`src/rtl/spi_pkg.sv`:
```
// spi_pkg: shared constants for the SPI responder.
package spi_pkg;
  localparam logic [1:0] ST_IDLE  = 2'd0;
  localparam logic [1:0] ST_LOAD  = 2'd1;
  localparam logic [1:0] ST_SHIFT = 2'd2;
  localparam logic [7:0] SPI_IDLE_BYTE = 8'hFF;
  localparam int SPI_BITS = 8;
  localparam int SPI_SYNC_DEPTH = 2;
endpackage

```
`src/rtl/spi_sync_edge.sv`:
```
// spi_sync_edge: multi-flop synchronizer plus one edge register for rise/fall pulses.
module spi_sync_edge
  import spi_pkg::*;
#(
  parameter logic INIT = 1'b0
) (
  input  logic clk,
  input  logic rst,
  input  logic d,
  output logic level,
  output logic rise,
  output logic fall
);
  logic [SPI_SYNC_DEPTH:0] sr;
  always_ff @(posedge clk or negedge rst)
    if (!rst) sr <= {(SPI_SYNC_DEPTH + 1){INIT}};
    else sr <= {sr[SPI_SYNC_DEPTH-1:0], d};
  assign level = sr[SPI_SYNC_DEPTH-1];
  assign rise = level & ~sr[SPI_SYNC_DEPTH];
  assign fall = ~level & sr[SPI_SYNC_DEPTH];
endmodule

```
`src/rtl/spi_slave_rx.sv`:
```
// spi_slave_rx: oversampled CPOL=0/CPHA=1 SPI responder moving bytes between the bus and external FIFOs.
module spi_slave_rx
  import spi_pkg::*;
(
  input  logic       clk,
  input  logic       rst,
  input  logic       cs,
  input  logic       sck,
  input  logic       mosi,
  output logic       miso,
  output logic [7:0] dout,
  output logic       rx_fifo_wr,
  input  logic       rx_fifo_full,
  input  logic [7:0] din,
  output logic       tx_fifo_rd,
  input  logic       tx_fifo_empty,
  output logic       busy,
  output logic       overflow,
  output logic       underrun,
  input  logic       err_clr
);
  logic cs_s, cs_rise, cs_fall, sck_rise, sck_fall, mosi_s;
  logic sck_level_unused, mosi_rise_unused, mosi_fall_unused;
  logic [1:0] state;
  logic [$clog2(SPI_BITS)-1:0] cnt;
  logic [SPI_BITS-1:0] tx_shift, rx_shift, rx_next;
  logic miso_q, byte_ok, load_ok;

  spi_sync_edge #(.INIT(1'b1)) u_cs (
    .clk(clk), .rst(rst), .d(cs), .level(cs_s), .rise(cs_rise), .fall(cs_fall)
  );
  spi_sync_edge #(.INIT(1'b0)) u_sck (
    .clk(clk), .rst(rst), .d(sck), .level(sck_level_unused), .rise(sck_rise), .fall(sck_fall)
  );
  spi_sync_edge #(.INIT(1'b0)) u_mosi (
    .clk(clk), .rst(rst), .d(mosi), .level(mosi_s), .rise(mosi_rise_unused), .fall(mosi_fall_unused)
  );

  // a cs rise in the same cycle as the last sck fall discards the byte
  assign rx_next = {rx_shift[SPI_BITS-2:0], mosi_s};
  assign byte_ok = (state == ST_SHIFT) && sck_fall && (cnt == '1) && !cs_rise;
  assign load_ok = (state == ST_LOAD) && !cs_rise;
  assign tx_fifo_rd = load_ok && !tx_fifo_empty;
  assign busy = ~cs_s;
  assign miso = (state == ST_IDLE) ? 1'b1 : miso_q;

  always_ff @(posedge clk or negedge rst)
    if (!rst) begin
      state <= ST_IDLE;
      cnt <= '0;
      tx_shift <= '0;
      rx_shift <= '0;
      miso_q <= 1'b1;
      dout <= '0;
      rx_fifo_wr <= 1'b0;
      overflow <= 1'b0;
      underrun <= 1'b0;
    end else begin
      rx_fifo_wr <= byte_ok && !rx_fifo_full;
      overflow <= (overflow && !err_clr) || (byte_ok && rx_fifo_full);
      underrun <= (underrun && !err_clr) || (load_ok && tx_fifo_empty);
      if (cs_rise) begin
        state <= ST_IDLE;
        cnt <= '0;
        miso_q <= 1'b1;
      end else if (state == ST_IDLE) begin
        cnt <= '0;
        state <= cs_fall ? ST_LOAD : ST_IDLE;
      end else if (state == ST_LOAD) begin
        tx_shift <= tx_fifo_empty ? SPI_IDLE_BYTE : din;
        state <= ST_SHIFT;
      end else begin
        if (sck_rise) begin
          miso_q <= tx_shift[SPI_BITS-1];
          tx_shift <= {tx_shift[SPI_BITS-2:0], 1'b0};
        end
        if (sck_fall) begin
          rx_shift <= rx_next;
          cnt <= cnt + 1'b1;
        end
        if (byte_ok) begin
          dout <= rx_next;
          state <= ST_LOAD;
        end
      end
    end
endmodule

```
`config.mk`:
```
export PLATFORM = sky130hd
export DESIGN_NAME = spi_slave_rx
export DESIGN_NICKNAME = d
export VERILOG_FILES = /design/src/rtl/spi_pkg.sv /design/src/rtl/spi_sync_edge.sv /design/src/rtl/spi_slave_rx.sv
export SDC_FILE = /design/constraint.sdc
export NUM_CORES = 1
export LEC_CHECK = 0
export ABC_AREA = 1
export CAP_MARGIN = 20
export CORE_MARGIN = 2
export CORE_UTILIZATION = 55
export CTS_CLUSTER_DIAMETER = 50
export DETAILED_ROUTE_END_ITERATION = 10
export GPL_TIMING_DRIVEN = 0
export PLACE_DENSITY = 0.83
export SYNTH_ARGS = -nofsm -noshare
export SYNTH_HDL_FRONTEND = slang
export SYNTH_SLANG_ARGS = --single-unit
```
`constraint.sdc`:
```
create_clock -name clk -period 2.6 [get_ports clk]
set_clock_uncertainty 0.15 [all_clocks]
set_input_delay 0.39 -clock clk [delete_from_list [all_inputs] [get_ports clk]]
set_output_delay 0.39 -clock clk [all_outputs]
set_load 0.005 [all_outputs]
```
==> key figures, run 1 <==
Status
  • Run status: finished with violations
  • Failing checks: hold timing

Worst setup path
  • Slowest stage delay, CP: 450 ps
  • FF-to-FF setup slack: 840 ps
  • Crit path buf inv count: 2
  • Crit path launch type: flop
  • CP cell instances: buf_6 > nor2_1 > or2_2 > clkdlybuf4s50_1
  • Critical path's slowest cell: clkdlybuf4s50_1
  • CP Max Fanout: 8
  • Critical Path AT: 1600 ps
  • R2r endpoint: dout[2]$_DFFE_PN0P_
  • Critical Path Sink Type: primary output
  • Worst path top cell family by delay: buffers and inverters
  • Crit Path Category: flop to primary output
  • Worst reg-to-reg path cell count: 8
  • Reg-to-Reg Start: cnt[0]$_DFFE_PN0P_
  • CP required: 2060 ps

Cells and area
  • Diode count: 0
  • NumNets Final: 234
  • Most common cell after layout, fill and taps aside: nand2_1
  • Most frequent cells in the layout: nand2_1, dfrtp_1, clkdlybuf4s50_1
  • P&R area growth vs syn: 22.0%
  • Final Cell Area: 2090 um2
  • Final core occ: 69.5%
  • Share of layout cells above drive strength 1: 14.3%

Global routing
  • Vias in the first global route: 1279
  • Global-route wire length before repair: 5620 um
  • Initial antenna violation count: 0
  • Tot GR Track Use: 21.6%
  • Largest net degree at the start of global routing: 41
  • Congestion Overflow GR: 0

Logic synthesis
  • Post-synthesis sequential area ratio: 58.8%
  • Yosys warns: 0
  • Post-synthesis instance total: 181
  • Post-synth net total: 199
  • Synth Cell Area: 1710 um2
  • Synth cell types: 23
  • Avg Inst Size Synth: 9.46 um2
  • Synth Register Bits: 40

Timing
  • Min Hold Slack: -11.9 ps
  • Fin. max-slew vios: 0
  • Final Setup Violations: 0
  • Maximum operating frequency: 0.467 GHz
  • Fin Setup TNS: 0 ps
  • Slew @ Worst Pin: 839 ps
  • Final hold violation count: 14
  • RSZ-0062 raised after global routing: no
  • Tcrit/Tclk final: 82.4%
  • Min cycle time layout: 2140 ps
  • Slew Limit Headroom: 44.1%

Drt
  • Drt first-iter violations: 83
  • Drt first pass iters: 4
  • Routed Antenna Nets: 0
  • DR WL/cell: 13.0 um
  • Mean number of vias per cell: 5.28
  • DR vias: 1321
  • Post-Route WL: 3250 um
  • DR DRC count: 0

Floorplan
  • Die span in y: 59.8 um
  • Die X: 59.8 um
  • I/O pin total: 30
  • Core area: 3000 um2
  • Initial Util: 57.0%
  • Die area: 3570 um2
  • Row cnt: 20

Clocking
  • Clock slew seen by the registers of the worst setup and hold paths: 110 ps
  • # clock sinks: 40
  • Postcts setup bufs: 0
  • H-tree depth: 2
  • CTS tree: done
  • CTS Buf Count: 5
  • Gates resized, CTS repair: 0
  • Longest Clk Path Bufs: 2
  • Root Driver: clkbuf_4
  • Clock Latency Late Sink: 340 ps
  • Cts hold-fix bufs: 0

Power and ir drop
  • Clock power share: 18.5%
  • Gate power share: 28.8%
  • Switching power: 533 uW
  • Maximum VDD drop: 488 uV
  • Tot Pwr: 1.58 mW
  • Switching fraction of total power: 33.8%
  • Sequential share of power: 52.7%
  • Leakage: 1.01 nW
  • Pwr dens: 755 nW/um2
  • Internal power: 1.04 mW

Placement
  • Final HPWL DP: 2400 um
  • Placement Cell Area: 2030 um2
  • PortBufs: 28
  • GP Congestion: 0.802

Min path
  • Hold Path Class: primary input to async pin

Run
  • Max-capacitance violation count: 0
==> registers in the layout, indices dropped and copies added, names as in the netlist <==
register / cells
u_cs.sr: 3
state: 2
underrun: 1
u_sck.sr: 3
u_mosi.sr: 2
miso_q: 1
tx_shift: 8
dout: 8
rx_shift: 7
cnt: 3
rx_fifo_wr: 1
overflow: 1
==> worst max path at each step <==
| stage | slack [ps] | to | cells after the start | from |
|---|---|---|---|---|
| floorplan | 990 | tx_fifo_rd | 5 | u_cs.sr[2]$_DFF_PN1_ |
| global placement | 130 | rx_shift[2]$_DFFE_PN0P_ | 1 | rst |
| detailed placement | 430 | tx_fifo_rd | 6 | u_cs.sr[2]$_DFF_PN1_ |
| CTS | 20 | tx_fifo_rd | 6 | u_cs.sr[2]$_DFF_PN1_ |
| global route | 350 | tx_fifo_rd | 6 | u_cs.sr[2]$_DFF_PN1_ |
| finish | 460 | miso | 4 | state[1]$_DFFE_PN0P_ |
==> power groups by stage <==
stage	logic [mW]	registers (mW)	clock network (mW)
2_1_floorplan	0.323	0.820	0
4_1_cts	0.451	0.833	0.302
5_1_grt	0.521	0.846	0.329
3_5_place_dp	0.445	0.845	0
6_report	0.454	0.832	0.292
3_3_place_gp	0.422	0.833	0
==> layout make-up <==
type | instances | area, um2
plain buffers | 6 | 46.3
multi-input cells | 119 | 607
clock inverters | 1 | 5.00
fillers | 240 | 915
flip-flops and latches | 40 | 1010
repair buffers | 28 | 278
inverters | 16 | 60.1
clock buffers | 7 | 45.0
well taps | 33 | 41.3
==> cells in the mapped netlist <==
cell type   n  share of area (%)
buf_2       2               0.58
dfstp_2     4                6.1
ha_1        2                1.5
o21ai_2     7                3.6
nor2_1     16                3.5
nand3_4     1                1.0
nor2_4      1               0.66
nand2_4     1               0.66
o21ai_0    20                5.8
dfrtp_1    36                 53
or2_2       1               0.37
nand3_1    15                4.4
nand4_1     1               0.37
buf_6       2                1.3
a21oi_1     1               0.29
nor2_8      1                1.2
buf_4       1               0.44
nand2_2     1               0.37
nand2_1    49                 11
o21ai_1     1               0.29
clkbuf_1    1               0.22
inv_1      16                3.5
o31ai_1     1               0.44
==> stage by stage <==
step | std cells | setup WS [ps]
final | 250 | 459
after CTS | 250 | 21.5
after global routing | 250 | 348
after floorplan | 181 | 989
after detailed placement | 242 | 427
after global placement | 242 | 128
==> metal layers <==
| metal | track usage, % | up-vias | share of wire [%] |
|---|---|---|---|
| li1 | - | 654 | - |
| met5 | 0 | - | 0 |
| met3 | 6.49 | 5 | 3.6 |
| met1 | 27.9 | 634 | 43 |
| met4 | 7.62 | 0 | 1.5 |
| met2 | 34.6 | 28 | 52 |
==> cell families (layout without fill, tap and decap cells) <==
logic type | count (synthesis) | count (layout) | synth area share, %
AOI/OAI and AO/OA | 30 | 30 | 10.5
DFF | 40 | 40 | 58.8
buffers and inverters | 22 | 58 | 6.07
and+or+nand+nor | 87 | 87 | 23.2
adders and majority gates | 2 | 2 | 1.46
(Power assumes the default switching activity.)
==> run 2, diff against run 1 <==
--- a/config.mk
+++ b/config.mk
@@ -8,11 +8,11 @@
 export ABC_AREA = 1
 export CAP_MARGIN = 20
 export CORE_MARGIN = 2
-export CORE_UTILIZATION = 55
+export CORE_UTILIZATION = 46
 export CTS_CLUSTER_DIAMETER = 50
 export DETAILED_ROUTE_END_ITERATION = 10
 export GPL_TIMING_DRIVEN = 0
-export PLACE_DENSITY = 0.83
+export PLACE_DENSITY = 0.74
 export SYNTH_ARGS = -nofsm -noshare
 export SYNTH_HDL_FRONTEND = slang
 export SYNTH_SLANG_ARGS = --single-unit
==> constraint.sdc (replaced) <==
create_clock -name clk -period 1.9 [get_ports clk]
set_clock_uncertainty 0.15 [all_clocks]
set_input_delay 0.285 -clock clk [delete_from_list [all_inputs] [get_ports clk]]
set_output_delay 0.285 -clock clk [all_outputs]
set_load 0.005 [all_outputs]
==> run 2 against run 1 <==
  * The flow now finishes without violations
  * Flip-flop and latch count unchanged
  * First-iteration DRC count down 42%
  * Die area up 18%
  * Critical path type unchanged
  * Largest cell class unchanged
  * Highest routed layer unchanged
==> key figures, run 2 (synthesized netlist as in run 1, its figures left out) <==
Worst setup path
  • CP cell instances: buf_4 > nor2_2 > or2_2 > dlygate4sd2_1
  • Crit Path Category: flop to primary output
  • Worst path top cell family by delay: flip-flops
  • CP Max Fanout: 5 (-3)
  • Critical Path Sink Type: primary output
  • CP required: 1460 ps (-600 ps)
  • Critical Path AT: 1400 ps (-200 ps)
  • Slowest stage delay, CP: 430 ps (-20 ps)
  • Critical path's slowest cell: dfrtp_1
  • Crit path launch type: flop
  • Crit path buf inv count: 2 (unchanged)
  • FF-to-FF setup slack: 170 ps (-670 ps)

Floorplan
  • I/O pin total: 30 (unchanged)
  • Die area: 4230 um2 (+18%)
  • Die X: 65 um (+8.7%)
  • Die span in y: 65 um (+8.7%)
  • Row cnt: 22 (+10%)
  • Core area: 3610 um2 (+20%)
  • Initial Util: 47.5% (-9.5 points)

Cells and area
  • Final core occ: 60.8% (-8.8 points)
  • Most common cell after layout, fill and taps aside: nand2_1
  • Non-filler cells, final: 270 (+8.0%)
  • Largest regs: dout (8), tx_shift (8), rx_shift (7)
  • Diode count: 0 (unchanged)
  • Share of layout cells above drive strength 1: 17.6% (+3.3 points)
  • Most frequent cells in the layout: nand2_1, dfrtp_1, clkdlybuf4s50_1
  • P&R area growth vs syn: 28.1%
  • NumNets Final: 239 (+2.1%)
  • Final Cell Area: 2190 um2 (+5.0%)

Drt
  • Drt first pass iters: 4 (unchanged)
  • WL met3: 121 um (+2.5%)
  • WL met1: 1420 um (+2.2%)
  • DR DRC count: 0 (unchanged)
  • Drt first-iter violations: 48 (-42%)
  • Highest routed layer: met4
  • DR vias: 1293 (-2.1%)
  • Post-Route WL: 3020 um (-7.0%)
  • Routed Antenna Nets: 0 (unchanged)
  • Routed met2 length: 1430 um (-16%)
  • Mean number of vias per cell: 4.79 (-9.4%)
  • DR WL/cell: 11.2 um (-14%)

Clocking
  • Clock Latency Late Sink: 290 ps (-50 ps)
  • Longest Clk Path Bufs: 2 (unchanged)
  • CTS Buf Count: 5 (unchanged)
  • H-tree depth: 2 (unchanged)
  • # clock sinks: 40 (unchanged)
  • Root Driver: clkbuf_8
  • Clock slew seen by the registers of the worst setup and hold paths: 70 ps (-40 ps)
  • CTS tree: done

Timing
  • RSZ-0062 raised after global routing: no
  • Setup ws final: 62.1 ps (-397 ps)
  • Min cycle time layout: 1840 ps
  • Slew Limit Headroom: 43.7% (-0.31 points)
  • Final hold violation count: 0 (-14)
  • Final Setup Violations: 0 (unchanged)
  • Fin. max-slew vios: 0 (unchanged)
  • Tcrit/Tclk final: 96.7%
  • Maximum operating frequency: 0.544 GHz
  • Slew @ Worst Pin: 844 ps (+4.58 ps)

Global routing
  • Vias in the first global route: 1223 (-4.4%)
  • Tot GR Track Use: 17.0% (-4.6 points)
  • Congestion Overflow GR: 0 (unchanged)
  • Initial antenna violation count: 0 (unchanged)
  • Global-route wire length before repair: 5400 um (-3.8%)
  • Largest net degree at the start of global routing: 41 (unchanged)

Power and ir drop
  • Pwr dens: 1070 nW/um2 (+42%)
  • Leakage: 1.04 nW (+2.4%)
  • Clock power share: 24.1% (+5.6 points)
  • Maximum VDD drop: 634 uV (+30%)
  • Sequential share of power: 47.9% (-4.8 points)
  • Switching fraction of total power: 31.6% (-2.2 points)
  • Switching power: 744 uW (+40%)
  • Tot Pwr: 2.36 mW (+49%)
  • Gate power share: 28.0% (-0.8 points)
  • Internal power: 1.61 mW (+54%)

Placement
  • GP Congestion: 0.769 (-4.1%)
  • Pre-CTS WS: -188 ps (-616 ps)
  • PortBufs: 28 (unchanged)
  • Placed instance count: 257 (+6.2%)
  • Placement Cell Area: 2050 um2 (+0.92%)
  • Final HPWL DP: 2120 um (-12%)

Min path
  • Hold Path Class: flop to flop

Status
  • Run status: complete, no violations

Run
  • Max-capacitance violation count: 0 (unchanged)
==> run 2: final timing paths <==
kind,start,end,cells after the start
worst max-delay path,state[0]$_DFFE_PN0P_,miso,4
worst min-delay path,u_mosi.sr[0]$_DFF_PN0_,u_mosi.sr[1]$_DFF_PN0_,0
worst max register to register,cnt[0]$_DFFE_PN0P_,dout[2]$_DFFE_PN0P_,8
worst min register to register,u_mosi.sr[0]$_DFF_PN0_,u_mosi.sr[1]$_DFF_PN0_,0
max in group asynchronous,rst,dout[7]$_DFFE_PN0P_,2
min in group asynchronous,rst,dout[2]$_DFFE_PN0P_,2
==> run 2: area by class of cell <==
cell class / count / area (um2)
plain buffers: 6 / 50.0
clock buffers: 8 / 90.1
fillers: 325 / 1410
inverters: 16 / 60.1
multi-input cells: 119 / 617
flip-flops and latches: 40 / 1010
well taps: 48 / 60.1
repair buffers: 33 / 309
==> run 2: metrics by stage <==
stage / hold WS, ps / setup TNS, ps
5_1_grt: 206 / 0
3_3_place_gp: 181 / -20390
4_1_cts: 202 / 0
6_report: 201 / 0
2_1_floorplan: -161 / 0
3_5_place_dp: 186 / -188
==> run 2: worst reg2reg max path: stages, from the launching register on <==
cell and delay, ps:
dfrtp_1 380, ha_1 170, ha_1 140, inv_1 40, nor2_1 320, nand2_4 130
buf_6 170, nand2_1 80, o21ai_2 50
==> run 2: layer usage <==
metal / track usage [%] / vias to the layer above
met2: 25.9 / 18
met5: 0 / -
met1: 22.2 / 611
met3: 5.73 / 6
met4: 7.45 / 0
li1: - / 658
==> run 2: power groups by stage <==
stage | clock, mW | combinational, mW | sequential [mW]
after floorplan | 0 | 0.442 | 1.12
after global placement | 0 | 0.595 | 1.14
after detailed placement | 0 | 0.608 | 1.14
after CTS | 0.587 | 0.654 | 1.13
after global routing | 0.625 | 0.775 | 1.15
final | 0.568 | 0.659 | 1.13
==> run 2: repair_timing <==
item / in CTS / in global routing
endpoints found under the hold margin: 36 / 0
setup endpoints to repair: 2 / 1
pin swaps: 1 / 1
resized for setup: 10 / 2
buffers inserted: 3 / 1
hold buffers: 1 / 0
==> run 3, diff against run 2 <==
--- a/config.mk
+++ b/config.mk
@@ -7,7 +7,7 @@
 export LEC_CHECK = 0
 export ABC_AREA = 1
 export CAP_MARGIN = 20
-export CORE_MARGIN = 2
+export CORE_ASPECT_RATIO = 1.5
 export CORE_UTILIZATION = 46
 export CTS_CLUSTER_DIAMETER = 50
 export DETAILED_ROUTE_END_ITERATION = 10
==> run 3 against run 2 <==
  * Clock-buffer cell count fell by 2
  * Via count up 4.9%
  * Register-to-register slack barely moved
  * Fmax up 0.61%
  * Worst setup slack better by 11 ps
  * Critical endpoint is now busy
  * Sequential share of layout area fell by 0.67 points
  * Critical path depth shrank 2
==> key figures, run 3 (synthesized netlist as in run 1, its figures left out) <==
Min path
  • Hold Crit Start: u_mosi.sr[0]$_DFF_PN0_
  • Worst Hold Path EP: u_mosi.sr[1]$_DFF_PN0_
  • Hold Path Class: flop to flop
  • Cells on Worst Hold Path: 0 (unchanged)

Drt
  • Drt first-iter violations: 32 (-33%)
  • Drt first pass iters: 4 (unchanged)
  • DR vias: 1356 (+4.9%)
  • Post-Route WL: 3360 um (+11%)
  • Mean number of vias per cell: 5.08 (+6.1%)
  • Routed Antenna Nets: 0 (unchanged)
  • DR DRC count: 0 (unchanged)
  • DR WL/cell: 12.6 um (+12%)

Clocking
  • # clock sinks: 40 (unchanged)
  • CTS tree: done
  • Clock Latency Late Sink: 300 ps (about the same)
  • Root Driver: clkbuf_8
  • CTS Buf Count: 5 (unchanged)
  • Clock slew seen by the registers of the worst setup and hold paths: 70 ps (about the same)
  • Longest Clk Path Bufs: 2 (unchanged)
  • H-tree depth: 2 (unchanged)

Worst setup path
  • CP required: 1460 ps (about the same)
  • R2r endpoint: dout[2]$_DFFE_PN0P_
  • Worst path top cell family by delay: flip-flops
  • Crit path launch type: flop
  • FF-to-FF setup slack: 170 ps (about the same)
  • Slowest stage delay, CP: 550 ps (+120 ps)
  • Reg-to-Reg Start: cnt[0]$_DFFE_PN0P_
  • Crit Path Category: flop to primary output
  • Crit path buf inv count: 2 (unchanged)
  • CP cell instances: inv_1 > clkdlybuf4s50_1
  • Critical Path AT: 1390 ps (about the same)
  • Critical path's slowest cell: dfstp_2
  • Worst reg-to-reg path cell count: 8 (unchanged)
  • CP Max Fanout: 3 (-2)
  • Critical Path Sink Type: primary output

Timing
  • Fin Setup TNS: 0 ps (unchanged)
  • Tcrit/Tclk final: 96.1% (-0.59 points)
  • Slew @ Worst Pin: 851 ps (+6.89 ps)
  • Final hold violation count: 0 (unchanged)
  • Min cycle time layout: 1830 ps (-11.1 ps)
  • Final Setup Violations: 0 (unchanged)
  • RSZ-0062 raised after global routing: no
  • Fin. max-slew vios: 0 (unchanged)
  • Maximum operating frequency: 0.547 GHz (+0.61%)
  • Min Hold Slack: 203 ps (+1.29 ps)
  • Setup ws final: 73.3 ps (+11.1 ps)
  • Slew Limit Headroom: 43.3% (-0.46 points)

Cells and area
  • Largest regs: dout (8), tx_shift (8), rx_shift (7)
  • NumNets Final: 242 (+1.3%)
  • Share of layout cells above drive strength 1: 18.7% (+1.1 points)
  • Most frequent cells in the layout: nand2_1, dfrtp_1, clkdlybuf4s50_1
  • Final core occ: 63.9% (+3.1 points)
  • Final Cell Area: 2220 um2 (+1.5%)
  • Non-filler cells, final: 267 (-1.1%)
  • Most common cell after layout, fill and taps aside: nand2_1
  • Diode count: 0 (unchanged)
  • P&R area growth vs syn: 30.0%

Global routing
  • Largest net degree at the start of global routing: 41 (unchanged)
  • Congestion Overflow GR: 0 (unchanged)
  • Tot GR Track Use: 19.6% (+2.6 points)
  • Initial antenna violation count: 0 (unchanged)
  • Vias in the first global route: 1342 (+9.7%)
  • Global-route wire length before repair: 5660 um (+4.7%)

Placement
  • GP Congestion: 0.730 (-5.1%)
  • Final HPWL DP: 2300 um (+8.2%)
  • Placement Cell Area: 2040 um2 (-0.37%)
  • PortBufs: 28 (unchanged)
  • Pre-CTS WS: -188 ps (+0.584 ps)
  • Placed instance count: 251 (-2.3%)

Floorplan
  • Row cnt: 26 (+18%)
  • Core area: 3480 um2 (-3.5%)
  • Die area: 3970 um2 (-5.9%)
  • Initial Util: 49.2% (+1.7 points)
  • Die X: 51.8 um (-20%)
  • I/O pin total: 30 (unchanged)
  • Die span in y: 76.7 um (+18%)

Power and ir drop
  • Leakage: 1.06 nW (+2.4%)
  • Pwr dens: 1130 nW/um2 (+5.6%)
  • Tot Pwr: 2.52 mW (+7.1%)
  • Maximum VDD drop: 667 uV (+5.1%)

Run
  • Max-capacitance violation count: 0 (unchanged)

Status
  • Run status: complete, no violations
run 3: repair_timing:
| action | CTS | global route |
|---|---|---|
| pin swaps | 1 | 0 |
| hold endpoints to repair | 36 | 0 |
| buffers inserted | 5 | 2 |
| hold buffers | 1 | 0 |
| endpoints found under the setup margin | 2 | 1 |
| cloned | 0 | 0 |
| gates resized for setup | 11 | 1 |
run 3: power by group:
part           internal, mW  switching (mW)  leakage [nW]
sequential             1.03          0.0961         0.516
clock                 0.389           0.290        0.0552
combinational         0.308           0.407         0.490
total                  1.73           0.793          1.06
run 3: how the worst max path moves through the flow:
stage / start / to / cells past startpoint
global placement: rst / dout[2]$_DFFE_PN0P_ / 1
global route: u_cs.sr[1]$_DFF_PN1_ / busy / 2
detailed placement: u_cs.sr[2]$_DFF_PN1_ / tx_fifo_rd / 6
finish: u_cs.sr[1]$_DFF_PN1_ / busy / 2
CTS: u_cs.sr[2]$_DFF_PN1_ / tx_fifo_rd / 6
floorplan: cnt[0]$_DFFE_PN0P_ / dout[2]$_DFFE_PN0P_ / 8
run 3: per-layer routing:
layer	vias to the layer above	GRT usage, %	wire length (um)
met4	0	10.0	74
met3	7	5.56	138
met2	36	33.8	1830
met1	651	21.1	1320
li1	662	-	-
met5	-	0	0
run 3: final cells by class:
| cell class | count | area, um2 |
|---|---|---|
| multi-input combinational | 119 | 617 |
| buffer | 6 | 50.0 |
| timing repair buffer | 36 | 332 |
| inverter | 16 | 60.1 |
| clock inverter | 2 | 35.0 |
| fill | 296 | 1260 |
| tap | 42 | 52.6 |
| sequential | 40 | 1010 |
| clock buffer | 6 | 72.6 |
